File: config.mk
export PLATFORM = sky130hd
export DESIGN_NAME = change_dispenser
export DESIGN_NICKNAME = d
export VERILOG_FILES = /design/src/rtl/change_dispenser.sv
export SDC_FILE = /design/constraint.sdc
export NUM_CORES = 1
export LEC_CHECK = 0
export BUFFER_PORTS_ARGS = -buffer_cell sky130_fd_sc_hd__buf_2
export CORE_MARGIN = 5
export CORE_UTILIZATION = 42
export CTS_CLUSTER_SIZE = 28
export DETAILED_ROUTE_END_ITERATION = 12
export PLACE_DENSITY = 0.78
export SYNTH_ARGS = -nofsm -noshare
export SYNTH_HDL_FRONTEND = slang
export SYNTH_SLANG_ARGS = --single-unit
export TNS_END_PERCENT = 1
File: constraint.sdc
create_clock -name clk -period 1.75 [get_ports clk]
set_input_delay 0.175 -clock clk [delete_from_list [all_inputs] [get_ports clk]]
set_output_delay 0.175 -clock clk [all_outputs]
set_load 0.05 [all_outputs]
File: src/rtl/change_dispenser.sv
`default_nettype none
// ============================================================================
// Module   : change_dispenser
// Purpose  : Pays out a change amount as discrete coin-eject pulses to the
//            $5, $2 and $1 hoppers, largest coin first, falling back to
//            smaller coins when a hopper reports empty. Reports completion
//            or an unpayable remainder back to the vending controller.
// Ports    : clk, rst          - clock, synchronous active-high reset
//            start, amount     - pay request and amount (dollars), IDLE only
//            empty5/2/1        - hopper-empty flags, sampled in SELECT only
//            eject5/2/1        - registered hopper solenoid drives (one-hot0)
//            busy              - high while not IDLE
//            done, error       - one-cycle completion / unpayable pulses
//            remaining         - amount still owed (held after completion)
//            coin_count        - coins ejected for the current request
// Revision : 1.0 - initial release
// ============================================================================
module change_dispenser #(
  parameter int WIDTH        = 8,
  parameter int PULSE_CYCLES = 4,
  parameter int GAP_CYCLES   = 4
) (
  input  logic             clk,
  input  logic             rst,
  input  logic             start,
  input  logic [WIDTH-1:0] amount,
  input  logic             empty5,
  input  logic             empty2,
  input  logic             empty1,
  output logic             eject5,
  output logic             eject2,
  output logic             eject1,
  output logic             busy,
  output logic             done,
  output logic             error,
  output logic [WIDTH-1:0] remaining,
  output logic [WIDTH-1:0] coin_count
);

  typedef enum logic [2:0] {
    IDLE   = 3'd0,
    SELECT = 3'd1,
    EJECT  = 3'd2,
    GAP    = 3'd3,
    DONE   = 3'd4,
    ERROR  = 3'd5
  } state_t;

  typedef enum logic [1:0] {
    COIN1 = 2'd0,
    COIN2 = 2'd1,
    COIN5 = 2'd2
  } coin_t;

  // One down-counter serves both the pulse and the gap phases.
  localparam int TMAX = (PULSE_CYCLES > GAP_CYCLES) ? PULSE_CYCLES : GAP_CYCLES;
  localparam int CW   = (TMAX > 1) ? $clog2(TMAX) : 1;

  localparam logic [CW-1:0]    c_pulse_last = CW'(PULSE_CYCLES - 1);
  localparam logic [CW-1:0]    c_gap_last   = CW'((GAP_CYCLES > 0) ? GAP_CYCLES - 1 : 0);
  localparam logic [WIDTH-1:0] c_val5       = WIDTH'(5);
  localparam logic [WIDTH-1:0] c_val2       = WIDTH'(2);
  localparam logic [WIDTH-1:0] c_val1       = WIDTH'(1);

  state_t           r_state, w_state_next;
  coin_t            r_coin, w_coin_next;
  logic [CW-1:0]    r_timer, w_timer_next;
  logic [WIDTH-1:0] w_remaining_next;
  logic [WIDTH-1:0] w_count_next;
  logic [WIDTH-1:0] w_coin_value;

  always_comb begin
    case (r_coin)
      COIN5:   w_coin_value = c_val5;
      COIN2:   w_coin_value = c_val2;
      default: w_coin_value = c_val1;
    endcase
  end

  always_comb begin
    w_state_next     = r_state;
    w_coin_next      = r_coin;
    w_timer_next     = r_timer;
    w_remaining_next = remaining;
    w_count_next     = coin_count;

    case (r_state)
      IDLE: begin
        if (start) begin
          w_remaining_next = amount;
          w_count_next     = '0;
          w_state_next     = SELECT;
        end
      end

      SELECT: begin
        w_timer_next = c_pulse_last;
        if (remaining == '0) begin
          w_state_next = DONE;
        end else if (remaining >= c_val5 && !empty5) begin
          w_coin_next  = COIN5;
          w_state_next = EJECT;
        end else if (remaining >= c_val2 && !empty2) begin
          w_coin_next  = COIN2;
          w_state_next = EJECT;
        end else if (remaining >= c_val1 && !empty1) begin
          w_coin_next  = COIN1;
          w_state_next = EJECT;
        end else begin
          w_state_next = ERROR;
        end
      end

      EJECT: begin
        if (r_timer == '0) begin
          // The coin is committed on the last pulse cycle; it was only
          // selected when remaining >= its value, so no underflow.
          w_remaining_next = remaining - w_coin_value;
          w_count_next     = (coin_count == '1) ? coin_count : coin_count + 1'b1;
          w_timer_next     = c_gap_last;
          w_state_next     = (GAP_CYCLES == 0) ? SELECT : GAP;
        end else begin
          w_timer_next = r_timer - 1'b1;
        end
      end

      GAP: begin
        if (r_timer == '0) begin
          w_state_next = SELECT;
        end else begin
          w_timer_next = r_timer - 1'b1;
        end
      end

      DONE:    w_state_next = IDLE;
      ERROR:   w_state_next = IDLE;
      default: w_state_next = IDLE;
    endcase
  end

  // All outputs are registered from the next-state decode so the hopper
  // drives carry no combinational path from the inputs.
  always_ff @(posedge clk) begin
    if (rst) begin
      r_state    <= IDLE;
      r_coin     <= COIN1;
      r_timer    <= '0;
      remaining  <= '0;
      coin_count <= '0;
      eject5     <= 1'b0;
      eject2     <= 1'b0;
      eject1     <= 1'b0;
      busy       <= 1'b0;
      done       <= 1'b0;
      error      <= 1'b0;
    end else begin
      r_state    <= w_state_next;
      r_coin     <= w_coin_next;
      r_timer    <= w_timer_next;
      remaining  <= w_remaining_next;
      coin_count <= w_count_next;
      eject5     <= (w_state_next == EJECT) && (w_coin_next == COIN5);
      eject2     <= (w_state_next == EJECT) && (w_coin_next == COIN2);
      eject1     <= (w_state_next == EJECT) && (w_coin_next == COIN1);
      busy       <= (w_state_next != IDLE);
      done       <= (w_state_next == DONE);
      error      <= (w_state_next == ERROR);
    end
  end

endmodule
`default_nettype wire
After elaboration in Yosys (flattened, before gate mapping)
Index checks and enable logic that the tools add are counted.

Flip-flop bits (word level): 29. Output and inout bits: 22. Word-level logic and storage cells: 75.

Add/subtract/negate cells: 3. Order comparisons: 3. Eq/ne operators: 15. Muxes and demuxes: 24. Reductions and logical operators: 19.

Operators by type and width (number): $mux 8 (5); $pmux 8 s2 (2); $mux 3 (7); $mux 2 (7); $pmux 3 s4 (1); $eq 3x2->1 const B (3); $add 8x1->8 const B (1); $eq 8x8->1 const B (1); $ge 8x1->1 const B (1); $ge 8x2->1 const B (1); $ge 8x3->1 const B (1); $logic_not 8->1 (1); $ne 2x2->1 const B (4); $sub 8x8->8 (1); $eq 3x3->1 const B (2); $logic_and 1x1->1 (6); $pmux 2 s3 (1); $pmux 3 s2 (1); $reduce_bool 3->1 (2); $eq 2x1->1 const B (2); $eq 2x2->1 const B (2); $logic_not 2->1 (2); $reduce_and 4->1 (1); $eq 3x1->1 const B (1); other kinds (6) (8).

Logic depth before layout (Yosys ltp)
Depth after elaboration: 9. Mapped depth: 8.

Worst setup path before layout
OpenSTA, ideal clock, no wires.

Path kind: register -> register. From: register remaining[0]. To: register remaining[6]. Library setup time: 0.133 ns. Data arrival time: 2.085 ns. Data required time: 1.617 ns. Setup slack: -0.468 ns. Stages on the path, launching flop included: 9. Path buffers: 0. Period minus slack after synthesis: 2.218 ns. Cells stage by stage: dfxtp_1 inv_1 ha_1 fa_1 nand2b_1 and2_1 a21o_1 a21oi_1 a211oi_1.

Word-level cells in the longest chain between the ends: 3.

Ends and longest elaborated chain: start: declaration (line 36) `output logic [WIDTH-1:0] remaining,`; start signal: assignment (line 160) `remaining <= w_remaining_next;`; $sub 8x8->8 (line 118) `w_remaining_next = remaining - w_coin_value;`; $mux 8 (line 115) `if (r_timer == '0) begin`; $pmux 8 s2 (line 87) `case (r_state)`.

Every way passes these cells. The select of a mux whose other input is x is not followed. A chain may end at the register's enable or synchronous reset.

Final worst setup path
From: register remaining[7]. To: register eject1.

Word-level cells in the longest chain between the ends: 9. Elaborated cells between the ends (all ways): 20.

Ends and longest elaborated chain: $ge 8x1->1 (line 106) `end else if (remaining >= c_val1 && !empty1) begin`; $logic_and 1x1->1 (line 106); $mux 3 or $mux 2 (tied branches) (line 106); $mux 3 or $mux 2 (tied branches) (line 103) `end else if (remaining >= c_val2 && !empty2) begin`; $mux 3 or $mux 2 (tied branches) (line 100) `end else if (remaining >= c_val5 && !empty5) begin`; $mux 3 or $mux 2 (tied branches) (line 98) `if (remaining == '0) begin`; $pmux 3 s4 or $mux 2 (tied branches) (line 87); $eq 3x2->1 or $logic_not 2->1 (tied branches) (line 164) `eject1 <= (w_state_next == EJECT) && (w_coin_next == COIN1);`; $logic_and 1x1->1 * (line 164); end signal: assignment (line 164); end: declaration (line 32) `output logic eject1,`.

Every way passes the cells marked *; elsewhere a longest branch is shown, timed or not.

==> metrics.csv <==
metric,value,unit
Ports,36,
FF-to-FF setup slack,-50,ps
final core occ,0.588,
DP HPWL,2.90,mm
fin cells,296,
Die Width,71.5,um
YS warnings,0,
"Area growth, synth to finish",35.4,%
hold path startpoint,amount[2],
most frequent cell after synthesis,dfxtp_1,
Arrival @ worst endpoint,2000,ps
failing checks,setup timing,
vias in the first global route,1449,
first-pass GRT wire length,6.52,mm
Hold Path End,remaining[2]$_SDFFE_PP0P_,
Placer Congestion,0.831,
dominant cells by area after synthesis,"dfxtp_1, nor2_1, ha_1",
post-synthesis cell type count,45,
pre-CTS WS,-107,ps
Post-Synth Adder-Cell Area,0.0519,
worst skew pair latency,280,ps
post-synth top area share,0.365,
global route overflow,0,
WL met3,236,um
PortBufs,35,
largest net degree at the start of global routing,23,
initial core utilization,0.434,
Root Buffer,clkbuf_8,
initial antenna violation count,0,
Compound-Gate Fraction of Synth Area,0.206,
DR WL/cell,13.1,um
post-synthesis xor/xnor area fraction,0.0330,
CTS tree,built,
crit-path max FO,4,
total number of vias,1602,
Startpoint Class,register,
setup TNS,-99.9,ps
core box area,3660,um2
final hold vios,0,
post-route clock skew,2.76,ps
H-Tree Level Count,2,
Post-Place Cell Area,1980,um2
CTS Buf Count,5,
die area,5120,um2
status,"finished, violations left",
routed length on met1,1.65,mm
Static Leak,0.932,nW
unrepaired setup endpoints after global routing,yes,
initial DRC count,104,
Avg Synthesized Cell Area,8.24,um2
Cells on Worst Hold Path,3,
chip height,71.5,um
ant diodes,0,
Synth top cells by count,"dfxtp_1, nor2_1, nand2_1",
R2R depth,5,
min Tclk post-route,1800,ps
peak supply drop,0.841,mV
largest family of logic cells by synthesized area,simple AND/OR/NAND/NOR gates,
hold_buf cts,0,
post-layout net count,267,
simple-gate share of the synthesized area,0.285,
Synth Register Bits,29,
"Top FF cell, synth",dfxtp_1,
Max Cap Viol,0,
Max Root-Sink Buffers,2,
Power Density,1260,nW/um2
post-synthesis sequential area ratio,0.365,
total wire length,3.88,mm
Hold WC Path Type,input port to register,
Post-Synthesis Net Count,213,
CP endpoint kind,register,
Synth Cell Area,1590,um2
fin crit share,1.03,
Final Max Slew Viols,0,
Met2 Wirelength,1.91,mm
Worst R2R End,eject1$_SDFF_PP0_,
mux contribution to synthesized area,0.0126,
Top Metal Used,met4,
cell total after placement,287,
DR vias/cell,5.41,
global-route usage over all layers,0.161,
WP data required,1950,ps
row count,22,
CP Class,register to register,
Final ANT Viol Nets,0,
Setup-failing EPs final,4,
TritonCTS Sinks,29,
fin worst setup slack,-53.7,ps
Max-slew headroom,0.663,
number of synthesized flops with an enable pin,0,
Yosys top cell by area,dfxtp_1,
Mapped Cells,193,
Reg-to-Reg Start,remaining[7]$_SDFFE_PP0P_,
asr flop ratio synth,0,
design area,2150,um2
DRC,0,
Clock Pin Slew Worst Setup and Hold Paths,60,ps
f_max,554,MHz
Initial DRT Pass Iterations,4,
Worst-Margin Slew,499,ps
layout cell share with drive strength beyond 1,0.383,
==> registers in the layout, indices dropped and copies added (netlist names) <==
signal / count
eject2: 1
remaining: 8
eject1: 1
r_state: 3
done: 1
busy: 1
error: 1
r_coin: 2
eject5: 1
coin_count: 8
r_timer: 2
==> cell families (layout without fill, tap and decap cells) <==
| logic type | count (synthesis) | count (layout) |
|---|---|---|
| flops | 29 | 29 |
| mux | 2 | 2 |
| xor+xnor | 6 | 6 |
| compound gates | 46 | 46 |
| buf+inv | 18 | 73 |
| fa+ha+maj | 6 | 6 |
| simple gates | 86 | 86 |
==> where the power goes <==
part | switching [mW] | leakage, nW | internal, mW
registers | 0.0654 | 0.241 | 0.760
clock network | 0.237 | 0.0542 | 0.354
logic | 0.758 | 0.637 | 0.534
total | 1.06 | 0.932 | 1.65
==> through the flow <==
stage / hold slack [ps] / power (mW)
floorplan: 363 / 1.67
global placement: 469 / 2.00
detailed placement: 468 / 2.02
CTS: 177 / 2.69
global route: 195 / 2.89
finish: 183 / 2.71
==> cell usage in the layout (no fill, tap or decap), drive strengths merged, types with 4 or more instances in the layout <==
master / synthesis / routed
xor2: 6 / 6
o21ai: 11 / 11
nand2b: 5 / 5
nand2: 13 / 13
dfxtp: 29 / 29
nor2: 26 / 26
buf: 5 / 56
clkbuf: 4 / 7
and2: 5 / 5
nor3: 7 / 7
nand4: 7 / 7
a211oi: 8 / 8
or3: 4 / 4
a21oi: 11 / 11
ha: 5 / 5
inv: 9 / 9
==> how the worst max path moves through the flow <==
| stage | start | endpoint | slack (ps) | cells after the start |
|---|---|---|---|---|
| 2_1_floorplan | remaining[7]$_SDFFE_PP0P_ | eject1$_SDFF_PP0_ | -30 | 5 |
| 3_3_place_gp | r_coin[1]$_SDFF_PP0_ | remaining[6]$_SDFFE_PP0P_ | -30 | 8 |
| 3_5_place_dp | r_coin[1]$_SDFF_PP0_ | remaining[6]$_SDFFE_PP0P_ | -110 | 8 |
| 4_1_cts | remaining[7]$_SDFFE_PP0P_ | eject1$_SDFF_PP0_ | -30 | 5 |
| 5_1_grt | remaining[7]$_SDFFE_PP0P_ | eject1$_SDFF_PP0_ | -150 | 5 |
| 6_report | remaining[7]$_SDFFE_PP0P_ | eject1$_SDFF_PP0_ | -50 | 5 |
==> per-layer routing <==
| layer | global-route usage | up-vias |
|---|---|---|
| li1 | - | 799 |
| met1 | 0.188 | 743 |
| met2 | 0.268 | 51 |
| met3 | 0.0505 | 9 |
| met4 | 0.0710 | 0 |
| met5 | 0 | - |
==> final cells by class <==
class | instances | area (um2)
Sequential cell | 29 | 601
Inverter | 9 | 33.8
Fill cell | 337 | 1510
Clock inverter | 1 | 5.00
Tap cell | 48 | 60.1
Multi-Input combinational cell | 146 | 1020
Clock buffer | 7 | 96.3
Timing Repair Buffer | 56 | 333
==> worst max-delay path: stages, from the launching register on <==
cell	delay [ps]
dfxtp_4	340
or4_4	570
o311ai_4	300
o311a_4	290
nand2_4	60
nor3_1	160
==> repair_timing <==
item	4_1_cts	5_1_grt
endpoints found under the setup margin	7	18
resized for setup	9	5
setup buffers	1	0
pin swaps	2	4
No activity file was read; power rests on OpenSTA's default activity.
